==> src/rtl/uart_pkg.sv <==
// Shared UART definitions: data width, TX/RX state encodings and line levels.
package uart_pkg;

    localparam int DATA_BITS = 8;

    // Line levels that frame a character on the wire.
    localparam logic START_BIT = 1'b0;
    localparam logic STOP_BIT  = 1'b1;

    typedef enum logic [1:0] {
        TX_IDLE,
        TX_START,
        TX_DATA,
        TX_STOP
    } tx_state_e;

    typedef enum logic [1:0] {
        RX_IDLE,
        RX_START,
        RX_DATA,
        RX_STOP
    } rx_state_e;

endpackage

==> src/rtl/uart_fifo.sv <==
// Synchronous FIFO with occupancy count. Push and pop in the same cycle both
// take effect; a push on a full FIFO only succeeds when a pop frees a slot.
// dout reads as zero while the FIFO is empty.
module uart_fifo #(
    parameter int WIDTH = 8,
    parameter int DEPTH = 4
) (
    input  logic             clk,
    input  logic             rst_n,
    input  logic             push,
    input  logic             pop,
    input  logic [WIDTH-1:0] din,
    output logic [WIDTH-1:0] dout,
    output logic             full,
    output logic             empty
);

    localparam int PTR_W = $clog2(DEPTH);

    logic [WIDTH-1:0] mem_q [DEPTH];
    logic [PTR_W-1:0] wr_ptr_q;
    logic [PTR_W-1:0] rd_ptr_q;
    logic [PTR_W:0]   count_q;
    logic             do_push;
    logic             do_pop;

    assign empty   = (count_q == '0);
    assign full    = (count_q == (PTR_W+1)'(DEPTH));
    assign do_pop  = pop & ~empty;
    assign do_push = push & (~full | do_pop);
    assign dout    = empty ? '0 : mem_q[rd_ptr_q];

    // Storage write.
    // NOTE: the array has no reset; count_q alone says which entries are valid,
    // and an unreset array can map onto plain RAM.
    always_ff @(posedge clk) begin
        if (do_push) begin
            mem_q[wr_ptr_q] <= din;
        end
    end

    // Pointer and occupancy bookkeeping; pointers wrap naturally since DEPTH is 2^n.
    // NOTE: sequential state uses <= so every register samples pre-edge values.
    always_ff @(posedge clk or negedge rst_n) begin
        if (!rst_n) begin
            wr_ptr_q <= '0;
            rd_ptr_q <= '0;
            count_q  <= '0;
        end else begin
            if (do_push) wr_ptr_q <= wr_ptr_q + PTR_W'(1);
            if (do_pop)  rd_ptr_q <= rd_ptr_q + PTR_W'(1);
            if (do_push && !do_pop)      count_q <= count_q + (PTR_W+1)'(1);
            else if (do_pop && !do_push) count_q <= count_q - (PTR_W+1)'(1);
        end
    end

endmodule

==> src/rtl/uart.sv <==
// 8N1 UART with TX and RX FIFOs.
// Optional: define UART_RX_SYNC_EN to pass uart_rx through a 2-flop
// synchronizer (adds 2 cycles of RX latency); otherwise uart_rx is used as-is.
module uart
    import uart_pkg::*;
#(
    parameter int BAUDRATE_COUNT = 5,
    parameter int FIFO_SIZE      = 4
) (
    input  logic       clk,
    input  logic       rst,
    input  logic       uart_rx,
    output logic       rx_ready,
    input  logic       rx,
    output logic [7:0] rx_data,
    input  logic       tx,
    input  logic [7:0] tx_data,
    output logic       tx_full,
    output logic       uart_tx
);

    localparam int                CNT_W     = $clog2(BAUDRATE_COUNT);
    localparam logic [CNT_W-1:0]  CNT_ONE   = CNT_W'(1);
    localparam logic [CNT_W-1:0]  CNT_LAST  = CNT_W'(BAUDRATE_COUNT - 1);
    localparam logic [CNT_W-1:0]  CNT_HALF  = CNT_W'(BAUDRATE_COUNT / 2 - 1);
    localparam int                BIT_W     = $clog2(DATA_BITS);
    localparam logic [BIT_W-1:0]  BIT_LAST  = BIT_W'(DATA_BITS - 1);

    // ---------------- FIFOs ----------------
    logic                 tx_fifo_pop;
    logic                 tx_fifo_empty;
    logic [DATA_BITS-1:0] tx_fifo_dout;
    logic                 rx_fifo_full;
    logic                 rx_fifo_empty;
    logic                 rx_push_q, rx_push_d;
    logic [DATA_BITS-1:0] rx_shift_q, rx_shift_d;

    uart_fifo #(.WIDTH(DATA_BITS), .DEPTH(FIFO_SIZE)) u_tx_fifo (
        .clk   (clk),
        .rst_n (rst),
        .push  (tx),
        .pop   (tx_fifo_pop),
        .din   (tx_data),
        .dout  (tx_fifo_dout),
        .full  (tx_full),
        .empty (tx_fifo_empty)
    );

    // A received byte is dropped when the RX FIFO is full, unless a pop frees a slot.
    uart_fifo #(.WIDTH(DATA_BITS), .DEPTH(FIFO_SIZE)) u_rx_fifo (
        .clk   (clk),
        .rst_n (rst),
        .push  (rx_push_q & (~rx_fifo_full | rx)),
        .pop   (rx),
        .din   (rx_shift_q),
        .dout  (rx_data),
        .full  (rx_fifo_full),
        .empty (rx_fifo_empty)
    );

    assign rx_ready = ~rx_fifo_empty;

    // ---------------- RX input conditioning ----------------
    logic rx_in;
`ifdef UART_RX_SYNC_EN
    logic [1:0] rx_sync_q;

    // Two-stage synchronizer, idling high like the line itself.
    always_ff @(posedge clk or negedge rst) begin
        if (!rst) rx_sync_q <= 2'b11;
        else      rx_sync_q <= {rx_sync_q[0], uart_rx};
    end
    assign rx_in = rx_sync_q[1];
`else
    assign rx_in = uart_rx;
`endif

    // ---------------- Transmitter ----------------
    tx_state_e            tx_state_q, tx_state_d;
    logic [CNT_W-1:0]     tx_cnt_q, tx_cnt_d;
    logic [BIT_W-1:0]     tx_bit_q, tx_bit_d;
    logic [DATA_BITS-1:0] tx_shift_q, tx_shift_d;
    logic                 uart_tx_q, uart_tx_d;

    assign uart_tx = uart_tx_q;

    // TX next state: walk start/data/stop bit times, chaining frames while data waits.
    // NOTE: every output gets a default first so no path leaves one unassigned (no latch).
    always_comb begin
        tx_state_d  = tx_state_q;
        tx_cnt_d    = tx_cnt_q;
        tx_bit_d    = tx_bit_q;
        tx_shift_d  = tx_shift_q;
        tx_fifo_pop = 1'b0;
        uart_tx_d   = 1'b1;
        case (tx_state_q)
            TX_IDLE: begin
                if (!tx_fifo_empty) begin
                    tx_fifo_pop = 1'b1;
                    tx_shift_d  = tx_fifo_dout;
                    tx_cnt_d    = '0;
                    tx_state_d  = TX_START;
                end
            end
            TX_START: begin
                if (tx_cnt_q == CNT_LAST) begin
                    tx_cnt_d   = '0;
                    tx_bit_d   = '0;
                    tx_state_d = TX_DATA;
                end else begin
                    tx_cnt_d = tx_cnt_q + CNT_ONE;
                end
            end
            TX_DATA: begin
                if (tx_cnt_q == CNT_LAST) begin
                    tx_cnt_d   = '0;
                    tx_shift_d = tx_shift_q >> 1;
                    if (tx_bit_q == BIT_LAST) tx_state_d = TX_STOP;
                    else                      tx_bit_d   = tx_bit_q + BIT_W'(1);
                end else begin
                    tx_cnt_d = tx_cnt_q + CNT_ONE;
                end
            end
            TX_STOP: begin
                if (tx_cnt_q == CNT_LAST) begin
                    tx_cnt_d = '0;
                    if (!tx_fifo_empty) begin
                        tx_fifo_pop = 1'b1;
                        tx_shift_d  = tx_fifo_dout;
                        tx_state_d  = TX_START;
                    end else begin
                        tx_state_d = TX_IDLE;
                    end
                end else begin
                    tx_cnt_d = tx_cnt_q + CNT_ONE;
                end
            end
        endcase
        // Line level follows the state being entered so uart_tx is a clean register.
        case (tx_state_d)
            TX_IDLE:  uart_tx_d = 1'b1;
            TX_START: uart_tx_d = START_BIT;
            TX_DATA:  uart_tx_d = tx_shift_d[0];
            TX_STOP:  uart_tx_d = STOP_BIT;
        endcase
    end

    // TX state registers.
    always_ff @(posedge clk or negedge rst) begin
        if (!rst) begin
            tx_state_q <= TX_IDLE;
            tx_cnt_q   <= '0;
            tx_bit_q   <= '0;
            tx_shift_q <= '0;
            uart_tx_q  <= 1'b1;
        end else begin
            tx_state_q <= tx_state_d;
            tx_cnt_q   <= tx_cnt_d;
            tx_bit_q   <= tx_bit_d;
            tx_shift_q <= tx_shift_d;
            uart_tx_q  <= uart_tx_d;
        end
    end

    // ---------------- Receiver ----------------
    rx_state_e        rx_state_q, rx_state_d;
    logic [CNT_W-1:0] rx_cnt_q, rx_cnt_d;
    logic [BIT_W-1:0] rx_bit_q, rx_bit_d;
    logic             rx_prev_q;

    // RX next state: falling edge starts a frame, mid-start check, then sample every bit time.
    always_comb begin
        rx_state_d = rx_state_q;
        rx_cnt_d   = rx_cnt_q;
        rx_bit_d   = rx_bit_q;
        rx_shift_d = rx_shift_q;
        rx_push_d  = 1'b0;
        case (rx_state_q)
            RX_IDLE: begin
                // Requiring the previous sample high also waits out a stuck-low line.
                if (rx_prev_q && rx_in == START_BIT) begin
                    rx_cnt_d   = '0;
                    rx_state_d = RX_START;
                end
            end
            RX_START: begin
                if (rx_cnt_q == CNT_HALF) begin
                    rx_cnt_d = '0;
                    rx_bit_d = '0;
                    rx_state_d = (rx_in == START_BIT) ? RX_DATA : RX_IDLE;
                end else begin
                    rx_cnt_d = rx_cnt_q + CNT_ONE;
                end
            end
            RX_DATA: begin
                if (rx_cnt_q == CNT_LAST) begin
                    rx_cnt_d   = '0;
                    rx_shift_d = {rx_in, rx_shift_q[DATA_BITS-1:1]};
                    if (rx_bit_q == BIT_LAST) rx_state_d = RX_STOP;
                    else                      rx_bit_d   = rx_bit_q + BIT_W'(1);
                end else begin
                    rx_cnt_d = rx_cnt_q + CNT_ONE;
                end
            end
            RX_STOP: begin
                if (rx_cnt_q == CNT_LAST) begin
                    rx_cnt_d   = '0;
                    rx_state_d = RX_IDLE;
                    rx_push_d  = (rx_in == STOP_BIT);
                end else begin
                    rx_cnt_d = rx_cnt_q + CNT_ONE;
                end
            end
        endcase
    end

    // RX state registers; rx_push_q writes the byte one cycle after the stop sample.
    always_ff @(posedge clk or negedge rst) begin
        if (!rst) begin
            rx_state_q <= RX_IDLE;
            rx_cnt_q   <= '0;
            rx_bit_q   <= '0;
            rx_shift_q <= '0;
            rx_push_q  <= 1'b0;
            rx_prev_q  <= 1'b1;
        end else begin
            rx_state_q <= rx_state_d;
            rx_cnt_q   <= rx_cnt_d;
            rx_bit_q   <= rx_bit_d;
            rx_shift_q <= rx_shift_d;
            rx_push_q  <= rx_push_d;
            rx_prev_q  <= rx_in;
        end
    end

endmodule

==> config.mk <==
export PLATFORM = sky130hd
export DESIGN_NAME = uart
export DESIGN_NICKNAME = d
export VERILOG_FILES = /design/src/rtl/uart_pkg.sv /design/src/rtl/uart_fifo.sv /design/src/rtl/uart.sv
export SDC_FILE = /design/constraint.sdc
export NUM_CORES = 1
export LEC_CHECK = 0
export BUFFER_PORTS_ARGS = -buffer_cell sky130_fd_sc_hd__buf_2
export CAP_MARGIN = 20
export CORE_UTILIZATION = 40
export DETAILED_ROUTE_END_ITERATION = 8
export GPL_ROUTABILITY_DRIVEN = 0
export PLACE_DENSITY = 0.64
export SKIP_CTS_REPAIR_TIMING = 1
export SYNTH_ARGS = -nofsm -noshare
export SYNTH_HDL_FRONTEND = slang
export SYNTH_SLANG_ARGS = --single-unit
==> constraint.sdc <==
create_clock -name clk -period 2.5 [get_ports clk]
set_clock_uncertainty 0.1 [all_clocks]
set_input_delay 0.125 -clock clk [delete_from_list [all_inputs] [get_ports clk]]
set_output_delay 0.125 -clock clk [all_outputs]
set_load 0.1 [all_outputs]
==> impl_results.md, run 1 <==
- Outcome: completed
- Mapped Cells: 350
- Hpwl dp: 5.89 mm
- Final setup viols: 0
- CTS tree: yes
- Worst path arrival time: 2.56 ns
- I/O pin cnt: 24
- Crit-path max FO: 5
- Yosys warns: 0
- Syn-to-layout area delta: 22.0%
- Commonest non-fill, non-tap cell in the layout: edfxtp_1
- Fin crit share: 94.9%
- Global-route wire length before repair: 15.0 mm
- Fraction of registers with async set/reset: 43.4%
- Pwr Total: 7.01 mW
- CTS max path bufs: 2
- Slowest Stage Delay on Critical Path: 0.44 ns
- Synth Area per Inst: 14.7 µm²
- Pleak: 2.58 nW
- Final ANT Viol Nets: 0
- Clock Tree Root: clkbuf_16
- Sink Count: 113
- Antenna Cells: 0
- Crit Path Class: reg2reg
- Total GRT Usage: 15.5%
- Clock power share: 33.5%
- Vias in the first global route: 3064
- Psw: 2.36 mW
- Combinational Power Share: 28.4%
- VDD IR-drop max: 0.000591 V
- DRT Wirelength: 8.90 mm
- Worst-skew pair later-pin latency: 0.41 ns
- Register bit count reported by yosys: 113
- Cell area after layout: 6270 µm²
- Dpl cell area: 5560 µm²
- Starting DRT DRC Count: 146
- Gr ovfl total: 0
- Max H-tree Level: 4
- EDFF count, synth: 64
- Internal power: 4.65 mW
- Seq pwr share: 38.1%
- Starting density of the core: 40.9%
- Layout cells sized above 1: 25.6%
- # rows: 41
- Clock transition at the registers of the reported paths: 0.05 ns
- Largest net degree at the start of global routing: 25
- Final count of hold timing violations: 0
- Maxcap violations: 0
- Crit end category: flip-flop
- Number of nets in the final layout: 454
- Minimum clock period: 2.37 ns
- Routed vias: 2995
- Post-Syn Area: 5140 µm²
- Slew @ Worst Pin: 0.637 ns
- Main synth FF type: edfxtp_1
- Power density cells: 1120 nW/µm²
- CP Launch Type: flip-flop
- Input/output buffers: 23
- CP max stage cell: dfrtp_2
- Max Freq: 422 MHz
- Switching share of power: 33.6%
- CTS Buf Count: 17
- Most Frequent Cell on Critical Path: ha_1
- Vias per Instance: 5.01
- RSZ-0062 raised after global routing: false
- Critical path, cell by cell: ha_1 -> a31oi_2 -> nor3_4 -> o21a_2 -> ha_1 -> inv_1 -> fa_1 -> mux2_2
- Die Y: 115 µm
- CP required: 2.69 ns
- Core area: 12600 µm²
- Die Area: 13300 µm²
- Worst path buffer plus inverter count: 1
- Initial antenna violation count: 0
- DR pass1 iterations: 5
- Hold WC Path Type: in2reg
- Final Max Tran Viols: 0
- Setup TNS: 0 ns
- Die X: 115 µm
- Slew margin rel.: 57.3%
- Seq/Total Area, Yosys: 61.3%
- Most frequent cells in the layout: edfxtp_1 (64), dfrtp_1 (46), ha_1 (24)
- CP top delay family: adder cells
- # DRC: 0
- Syn Nets: 391
- WL/cell: 14.9 µm
- Synth cell types: 48
worst reg2reg max path, stage by stage, from the launching register on:
cell and delay, ns:
dfrtp_2 0.44, ha_1 0.22, a31oi_2 0.27, nor3_4 0.08
o21a_2 0.22, ha_1 0.20, inv_1 0.07, fa_1 0.40
mux2_2 0.27
registers in the layout, summed over array words and instances, names as in the netlist, named ones only:
register / flops
u_rx_fifo.rd_ptr_q: 2
u_rx_fifo.mem_q: 32
rx_bit_q: 3
u_tx_fifo.mem_q: 32
tx_shift_q: 8
u_tx_fifo.rd_ptr_q: 2
tx_cnt_q: 3
rx_push_q: 1
u_tx_fifo.wr_ptr_q: 2
u_rx_fifo.count_q: 3
tx_bit_q: 3
rx_state_q: 1
tx_state_q: 2
uart_tx: 1
rx_prev_q: 1
rx_cnt_q: 3
u_tx_fifo.count_q: 3
u_rx_fifo.wr_ptr_q: 2
rx_shift_q: 8
through the flow:
step                      hold WS, ns  cells  util (%)  setup WS [ns]
after floorplan                -0.271    350         -        0.00195
after detailed placement       0.0433    554      44.2         0.0791
after global routing           0.0564    598      49.9        0.00644
after global placement         0.0397    554      44.2          0.152
final                          0.0532    598      49.9          0.129
after CTS                      -0.398    586      48.8         0.0535
logic make-up (layout without fill, tap and decap cells):
family | count (synthesis) | count (layout) | synth area share [%]
AND/OR/NAND/NOR | 69 | 69 | 6.58
XOR/XNOR | 12 | 12 | 2.05
AO/OA/AOI/OAI | 61 | 61 | 8.91
multiplexers | 36 | 36 | 11.5
adder cells (fa/ha/maj) | 28 | 28 | 7.11
flip-flops | 113 | 113 | 61.3
buffers and inverters | 31 | 107 | 2.53
metal layers:
| metal | GRT usage [%] | vias up | routed length (µm) |
|---|---|---|---|
| li1 | - | 1439 | - |
| met1 | 17.7 | 1490 | 3850 |
| met2 | 25.6 | 54 | 4570 |
| met3 | 6.06 | 12 | 345 |
| met4 | 7.01 | 0 | 144 |
| met5 | 0 | - | 0 |
worst paths after layout:
kind / from / end / slack (ns) / cells after the start
setup / recovery: tx_state_q[1] / u_tx_fifo.count_q[1] / 0.13 / 8
hold / removal: tx / u_tx_fifo.wr_ptr_q[0] / 0.05 / 4
setup reg to reg: tx_state_q[1] / u_tx_fifo.count_q[1] / 0.13 / 8
hold reg to reg: tx_shift_q[0] / tx_shift_q[0] / 0.40 / 2
max in group asynchronous: rst / rx_prev_q / 1.50 / 3
min in group asynchronous: rst / u_tx_fifo.rd_ptr_q[1] / 0.13 / 2
power groups by stage:
stage          combinational (mW)  sequential, mW  clock, mW
2_1_floorplan                1.67            2.59          0
3_5_place_dp                 1.99            2.72          0
5_1_grt                      2.18            2.73       2.48
4_1_cts                      2.00            2.68       2.40
3_3_place_gp                 1.93            2.68          0
6_report                     1.99            2.67       2.35
cell usage after synthesis, types with 5 or more instances:
cell | number | share of area (%)
ha_1 | 26 | 6.3
o21ai_0 | 15 | 1.5
dfrtp_1 | 47 | 23
mux4_2 | 12 | 5.3
inv_1 | 21 | 1.5
xnor2_1 | 8 | 1.4
a21oi_1 | 5 | 0.49
and2_1 | 17 | 2.1
nor2_1 | 14 | 1.0
nand2_1 | 22 | 1.6
nand3_1 | 6 | 0.58
mux2_2 | 12 | 2.6
a22o_1 | 13 | 2.2
mux2i_1 | 8 | 1.6
edfxtp_1 | 64 | 37
cell type report:
class,instances,area [µm²]
timing repair buffer,54,375
tap,172,215
clock buffer,19,433
inverter,21,78.8
sequential,113,3150
clock inverter,13,144
multi-input combinational,206,1870
fill,1071,6300
No activity file was read; power rests on OpenSTA's default activity.
==> run 2, diff against run 1 <==
- BUFFER_PORTS_ARGS: -buffer_cell sky130_fd_sc_hd__buf_2 -> not set
- DONT_BUFFER_PORTS: not set -> 1
- PLACE_DENSITY: 0.64 -> 0.62
- RECOVER_POWER: not set -> 50
==> impl_results.md, run 2 (same netlist as run 1, synthesis figures left out) <==
- Syn-to-layout area delta: 21.1% (was 22.0%)
- CTS Buf Count: 17 (unchanged)
- WHS: 0.0329 ns (was 0.0532 ns)
- Final setup viols: 0 (unchanged)
- CP Launch Type: flip-flop (unchanged)
- Worst path arrival time: 2.59 ns (was 2.56 ns)
- Routed vias: 2885 (was 2995)
- Setup TNS: 0 ns (unchanged)
- Max Freq: 423 MHz (was 422 MHz)
- Clock transition at the registers of the reported paths: 0.05 ns (about the same)
- Area of the multi-input gates: 1870 µm² (about the same)
- # rows: 41 (unchanged)
- Hpwl dp: 5.50 mm (was 5.89 mm)
- Minimum clock period: 2.36 ns (was 2.37 ns)
- DRT Wirelength: 8.40 mm (was 8.90 mm)
- Slew margin rel.: 19.8% (was 57.3%)
- Hold WC Path Type: in2reg (unchanged)
- Starting DRT DRC Count: 170 (was 146)
- Final Max Tran Viols: 0 (unchanged)
- Layout cells sized above 1: 24.4% (was 25.6%)
- Worst-skew pair later-pin latency: 0.41 ns (about the same)
- WL/cell: 14.5 µm (was 14.9 µm)
- Biggest regs: u_rx_fifo.mem_q x32, u_tx_fifo.mem_q x32 (unchanged)
- Core area: 12600 µm² (unchanged)
- Antenna Cells: 0 (unchanged)
- Starting density of the core: 40.9% (unchanged)
- Worst R2R Start: tx_cnt_q[0] (was tx_state_q[1])
- Maxcap violations: 0 (unchanged)
- Reg2reg path depth: 11 (was 8)
- Most frequent cells in the layout: edfxtp_1 (64), dfrtp_1 (46), buf_4 (25) (was edfxtp_1 (64), dfrtp_1 (46), ha_1 (24))
- Sink Count: 113 (unchanged)
- Crit Path Class: reg2reg (unchanged)
- Total GRT Usage: 14.6% (was 15.5%)
- Vias in the first global route: 2903 (was 3064)
- Worst hold path stage count: 2 (was 4)
- Gr ovfl total: 0 (unchanged)
- Pleak: 2.52 nW (was 2.58 nW)
- Worst reg2reg path endpoint: u_tx_fifo.count_q[2] (was u_tx_fifo.count_q[1])
- Die Area: 13300 µm² (unchanged)
- Slew @ Worst Pin: 1.20 ns (was 0.637 ns)
- Setup slack, reg-to-reg: 0.14 ns (was 0.13 ns)
- Fin crit share: 94.6% (was 94.9%)
- Vias per Instance: 4.97 (was 5.01)
- Die X: 115 µm (unchanged)
- Crit end category: flip-flop (unchanged)
- # fillers: 1083 (was 1071)
- I/O pin cnt: 24 (unchanged)
- Clock Tree Root: clkbuf_16 (unchanged)
- Final design utilization: 49.5% (was 49.9%)
- CTS tree: yes (unchanged)
- Outcome: completed (unchanged)
- DR pass1 iterations: 7 (was 5)
- Final count of hold timing violations: 0 (unchanged)
- # DRC: 0 (unchanged)
- CP required: 2.73 ns (was 2.69 ns)
- Input/output buffers: 0 (was 23)
- Hold_sp: rx (was tx)
- Worst hold endpoint: u_rx_fifo.wr_ptr_q[0] (was u_tx_fifo.wr_ptr_q[0])
- Crit-path max FO: 3 (was 5)
- Initial antenna violation count: 0 (unchanged)
- Max H-tree Level: 4 (unchanged)
- Power density cells: 1140 nW/µm² (was 1120 nW/µm²)
- Global-route wire length before repair: 14.1 mm (was 15.0 mm)
- Commonest non-fill, non-tap cell in the layout: edfxtp_1 (unchanged)
- CTS max path bufs: 2 (unchanged)
- Number of nets in the final layout: 437 (was 454)
- VDD IR-drop max: 0.000585 V (was 0.000591 V)
- Final ANT Viol Nets: 0 (unchanged)
- Die Y: 115 µm (unchanged)
- Reg area: 3150 µm² (unchanged)
- Largest net degree at the start of global routing: 50 (was 25)
## run 2: cell types whose count changed in the layout (fill, tap and decap cells not counted), sizes merged
cell	previous run	this run
buf	43	25
inv	21	25
bufinv	3	2
clkinv	7	6
clkinvlp	3	2
## run 2: worst max-delay path, stage by stage, from the launching register on
cell and delay (ns):
dfrtp_1 0.39, inv_2 0.07, ha_2 0.18, a31oi_2 0.11
nor3_2 0.24, o21a_2 0.17, ha_2 0.18, inv_1 0.05
fa_2 0.33, xor2_1 0.16, nor2_1 0.13, xor2_1 0.17
## run 2: metal layers
layer	wire length, µm	track usage [%]
met1	3780	17.4
met2	4150	23.0
met3	349	5.27
met4	123	8.05
met5	0	0
## run 2: area by class of cell
type                    instances  area share [%]
flip-flops and latches        113            50.7
repair buffers                 37            4.87
clock buffers                  18            7.24
well taps                     172            3.46
clock inverters                14            2.47
multi-input cells             206            30.0
inverters                      21            1.27
## run 2: worst max path at each step
stage / start / endpoint / slack [ns] / cells after the start
2_1_floorplan: tx_state_q[0] / u_tx_fifo.count_q[1] / 0.002 / 9
3_3_place_gp: tx_state_q[1] / u_tx_fifo.count_q[2] / 0.19 / 10
3_5_place_dp: tx_state_q[1] / u_tx_fifo.count_q[2] / 0.08 / 10
4_1_cts: tx_state_q[1] / u_tx_fifo.count_q[2] / 0.07 / 10
5_1_grt: tx_state_q[1] / u_tx_fifo.count_q[2] / -0.02 / 11
6_report: tx_cnt_q[0] / u_tx_fifo.count_q[2] / 0.14 / 11
## run 2: per-stage QoR
step / cell area [µm²] / worst slack, ns / power (mW) / instances
after floorplan: 5140 / 0.00195 / 4.25 / 350
after global placement: 5460 / 0.189 / 4.60 / 533
after detailed placement: 5460 / 0.0841 / 4.68 / 533
after CTS: 6060 / 0.0671 / 7.12 / 565
after global routing: 6220 / -0.0163 / 7.48 / 581
final: 6220 / 0.136 / 7.08 / 581
## run 2: power by group
part / switching, mW / total [mW] / internal (mW)
clock network: 0.878 / 2.41 / 1.53
registers: 0.323 / 2.70 / 2.38
logic: 1.22 / 1.97 / 0.748
total: 2.42 / 7.08 / 4.66
==> run 3, diff against run 2 <==
- ABC_AREA: not set -> 1
- CORE_ASPECT_RATIO: not set -> 1.25
==> impl_results.md, run 3 <==
- DRT Wirelength: 9.33 mm (was 8.40 mm)
- Setup slack, reg-to-reg: 0.18 ns (was 0.14 ns)
- Starting DRT DRC Count: 170 (unchanged)
- Worst hold endpoint: rx_prev_q (was u_rx_fifo.wr_ptr_q[0])
- Routed vias: 3470 (was 2885)
- Crit-path max FO: 5 (was 3)
- Vias per Instance: 4.75 (was 4.97)
- Vias in the first global route: 3497 (was 2903)
- Starting density of the core: 41.4% (was 40.9%)
- # DRC: 0 (unchanged)
- Crit Path Class: reg2reg (unchanged)
- Layout cells sized above 1: 19.0% (was 24.4%)
- CTS max path bufs: 2 (unchanged)
- Sink Count: 113 (unchanged)
- Synth Area per Inst: 10.6 µm² (was 14.7 µm²)
- Max H-tree Level: 4 (unchanged)
- Final Max Tran Viols: 0 (unchanged)
- I/O pin cnt: 24 (unchanged)
- EDFF count, synth: 64 (unchanged)
- Core area: 12800 µm² (was 12600 µm²)
- WL/cell: 12.8 µm (was 14.5 µm)
- Synth cell types: 44 (was 48)
- Syn-to-layout area delta: 22.7% (was 21.1%)
- Worst R2R Start: tx_state_q[1] (was tx_cnt_q[0])
- Syn Nets: 539 (was 391)
- Slew margin rel.: 18.8% (was 19.8%)
- Worst-skew pair later-pin latency: 0.40 ns (was 0.41 ns)
- Initial antenna violation count: 0 (unchanged)
- Outcome: completed (unchanged)
- Die X: 105 µm (was 115 µm)
- Global-route wire length before repair: 15.7 mm (was 14.1 mm)
- Maxcap violations: 0 (unchanged)
- Biggest regs: u_rx_fifo.mem_q x32, u_tx_fifo.mem_q x32 (unchanged)
- Pleak: 2.77 nW (was 2.52 nW)
- Mapped Cells: 498 (was 350)
- Most frequent cells in the layout: nor2_1 (70), edfxtp_1 (64), inv_1 (61) (was edfxtp_1 (64), dfrtp_1 (46), buf_4 (25))
- Final count of hold timing violations: 0 (unchanged)
- Number of nets in the final layout: 590 (was 437)
- Setup TNS: 0 ns (unchanged)
- Power density cells: 1180 nW/µm² (was 1140 nW/µm²)
- Seq/Total Area, Yosys: 59.6% (was 61.3%)
- Final ANT Viol Nets: 0 (unchanged)
- Register bit count reported by yosys: 113 (unchanged)
- Fraction of registers with async set/reset: 43.4% (unchanged)
- CTS tree: yes (unchanged)
- Worst path arrival time: 2.51 ns (was 2.59 ns)
- Clock transition at the registers of the reported paths: 0.05 ns (about the same)
- RSZ-0062 raised after global routing: false
- VDD IR-drop max: 0.00100 V (was 0.000585 V)
- CP required: 2.68 ns (was 2.73 ns)
- CP Launch Type: flip-flop (unchanged)
- # fillers: 1131 (was 1083)
- Main synth FF type: edfxtp_1 (unchanged)
- Hold WC Path Type: in2reg (unchanged)
- Input/output buffers: 0 (unchanged)
- Slew @ Worst Pin: 1.22 ns (was 1.20 ns)
- Worst reg2reg path endpoint: u_tx_fifo.count_q[2] (unchanged)
- Largest net degree at the start of global routing: 50 (unchanged)
- Total GRT Usage: 15.2% (was 14.6%)
- CTS Buf Count: 17 (unchanged)
- Final setup viols: 0 (unchanged)
- Worst hold path stage count: 1 (was 2)
- DR pass1 iterations: 5 (was 7)
- Reg2reg path depth: 14 (was 11)
- Synth top area share: 36.4% (was 37.4%)
- Minimum clock period: 2.32 ns (was 2.36 ns)
- Yosys warns: 0 (unchanged)
- Top cells by count, synth: nor2_1 (71), inv_1 (65), edfxtp_1 (64) (was edfxtp_1 (64), dfrtp_1 (47), ha_1 (26))
- Die Area: 13700 µm² (was 13300 µm²)
- Clock Tree Root: clkbuf_16 (unchanged)
- Antenna Cells: 0 (unchanged)
- Pwr Total: 7.66 mW (was 7.08 mW)
- Synth area leader: edfxtp_1 (unchanged)
- Commonest non-fill, non-tap cell in the layout: nor2_1 (was edfxtp_1)
- Gr ovfl total: 0 (unchanged)
- Die Y: 131 µm (was 115 µm)
- Largest cells by area after synthesis: edfxtp_1 (36%), dfrtp_1 (22%), ha_1 (6.2%), nor2_1 (5.0%), o21ai_0 (4.9%) (was edfxtp_1 (37%), dfrtp_1 (23%), ha_1 (6.3%), mux4_2 (5.3%), mux2_2 (2.6%))
- Post-Syn Area: 5290 µm² (was 5140 µm²)
- Max Freq: 430 MHz (was 423 MHz)
- Crit end category: flip-flop (unchanged)
- Count leader, synth: nor2_1 (was edfxtp_1)
- # rows: 46 (was 41)
- Fin crit share: 93.0% (was 94.6%)
- Hpwl dp: 6.24 mm (was 5.50 mm)
- Hold_sp: uart_rx (was rx)
-- run 3: worst max-delay path: stages, from the launching register on --
cell and delay (ns):
dfrtp_1 0.41, buf_4 0.15, ha_1 0.18, inv_2 0.09, nand2_2 0.07, nand2_4 0.08, nor2_4 0.04, nand2_4 0.06
buf_4 0.12, ha_1 0.13, inv_1 0.07, fa_2 0.34, a21oi_1 0.14, o21ai_1 0.08, xor2_1 0.14
-- run 3: cell families after synthesis --
family	count (synthesis)	share of synthesized area, %
adder cells (fa/ha/maj)	28	6.91
multiplexers	2	0.426
XOR/XNOR	12	1.99
flip-flops	113	59.6
AND/OR/NAND/NOR	148	12.6
AO/OA/AOI/OAI	111	11.8
buffers and inverters	84	6.67
-- run 3: per-stage QoR --
step / util [%] / cells / hold WS, ns / worst slack (ns) / instance area, µm²
floorplan: - / 498 / -0.271 / 0.0287 / 5330
global placement: 44.4 / 682 / -0.269 / 0.0632 / 5670
detailed placement: 44.4 / 682 / -0.269 / -0.00529 / 5670
CTS: 49.5 / 714 / -0.706 / -0.0207 / 6320
global route: 50.8 / 730 / 0.183 / 0.00605 / 6480
finish: 50.8 / 730 / 0.188 / 0.176 / 6480
-- run 3: layer usage --
metal	up-vias	part of all wire, %	GRT usage [%]
met5	-	0	0
met4	0	1.4	8.53
met3	10	3.2	4.86
met2	56	53	26.8
met1	1642	43	16.2
li1	1762	-	-
-- run 3: layout make-up --
type	count	area [µm²]	area share [%]
inverters	73	280	4.32
repair buffers	43	349	5.38
well taps	168	210	3.24
multi-input cells	301	1850	28.5
clock buffers	22	464	7.16
clock inverters	10	183	2.82
flip-flops and latches	113	3150	48.6
-- run 3: power by group --
part	switching, mW	leakage [nW]	internal, mW
clock network	0.790	0.308	1.82
logic	1.76	1.26	0.706
registers	0.273	1.19	2.32
-- run 3: how the worst max path moves through the flow --
stage                  start                    to  slack [ns]
2_1_floorplan  tx_state_q[0]  u_tx_fifo.count_q[2]        0.03
3_3_place_gp   tx_state_q[1]  u_tx_fifo.count_q[2]        0.06
3_5_place_dp   tx_state_q[1]  u_tx_fifo.count_q[2]      -0.005
4_1_cts        tx_state_q[1]  u_tx_fifo.count_q[2]       -0.02
5_1_grt        tx_state_q[0]  u_tx_fifo.count_q[2]       0.006
6_report       tx_state_q[1]  u_tx_fifo.count_q[2]        0.18
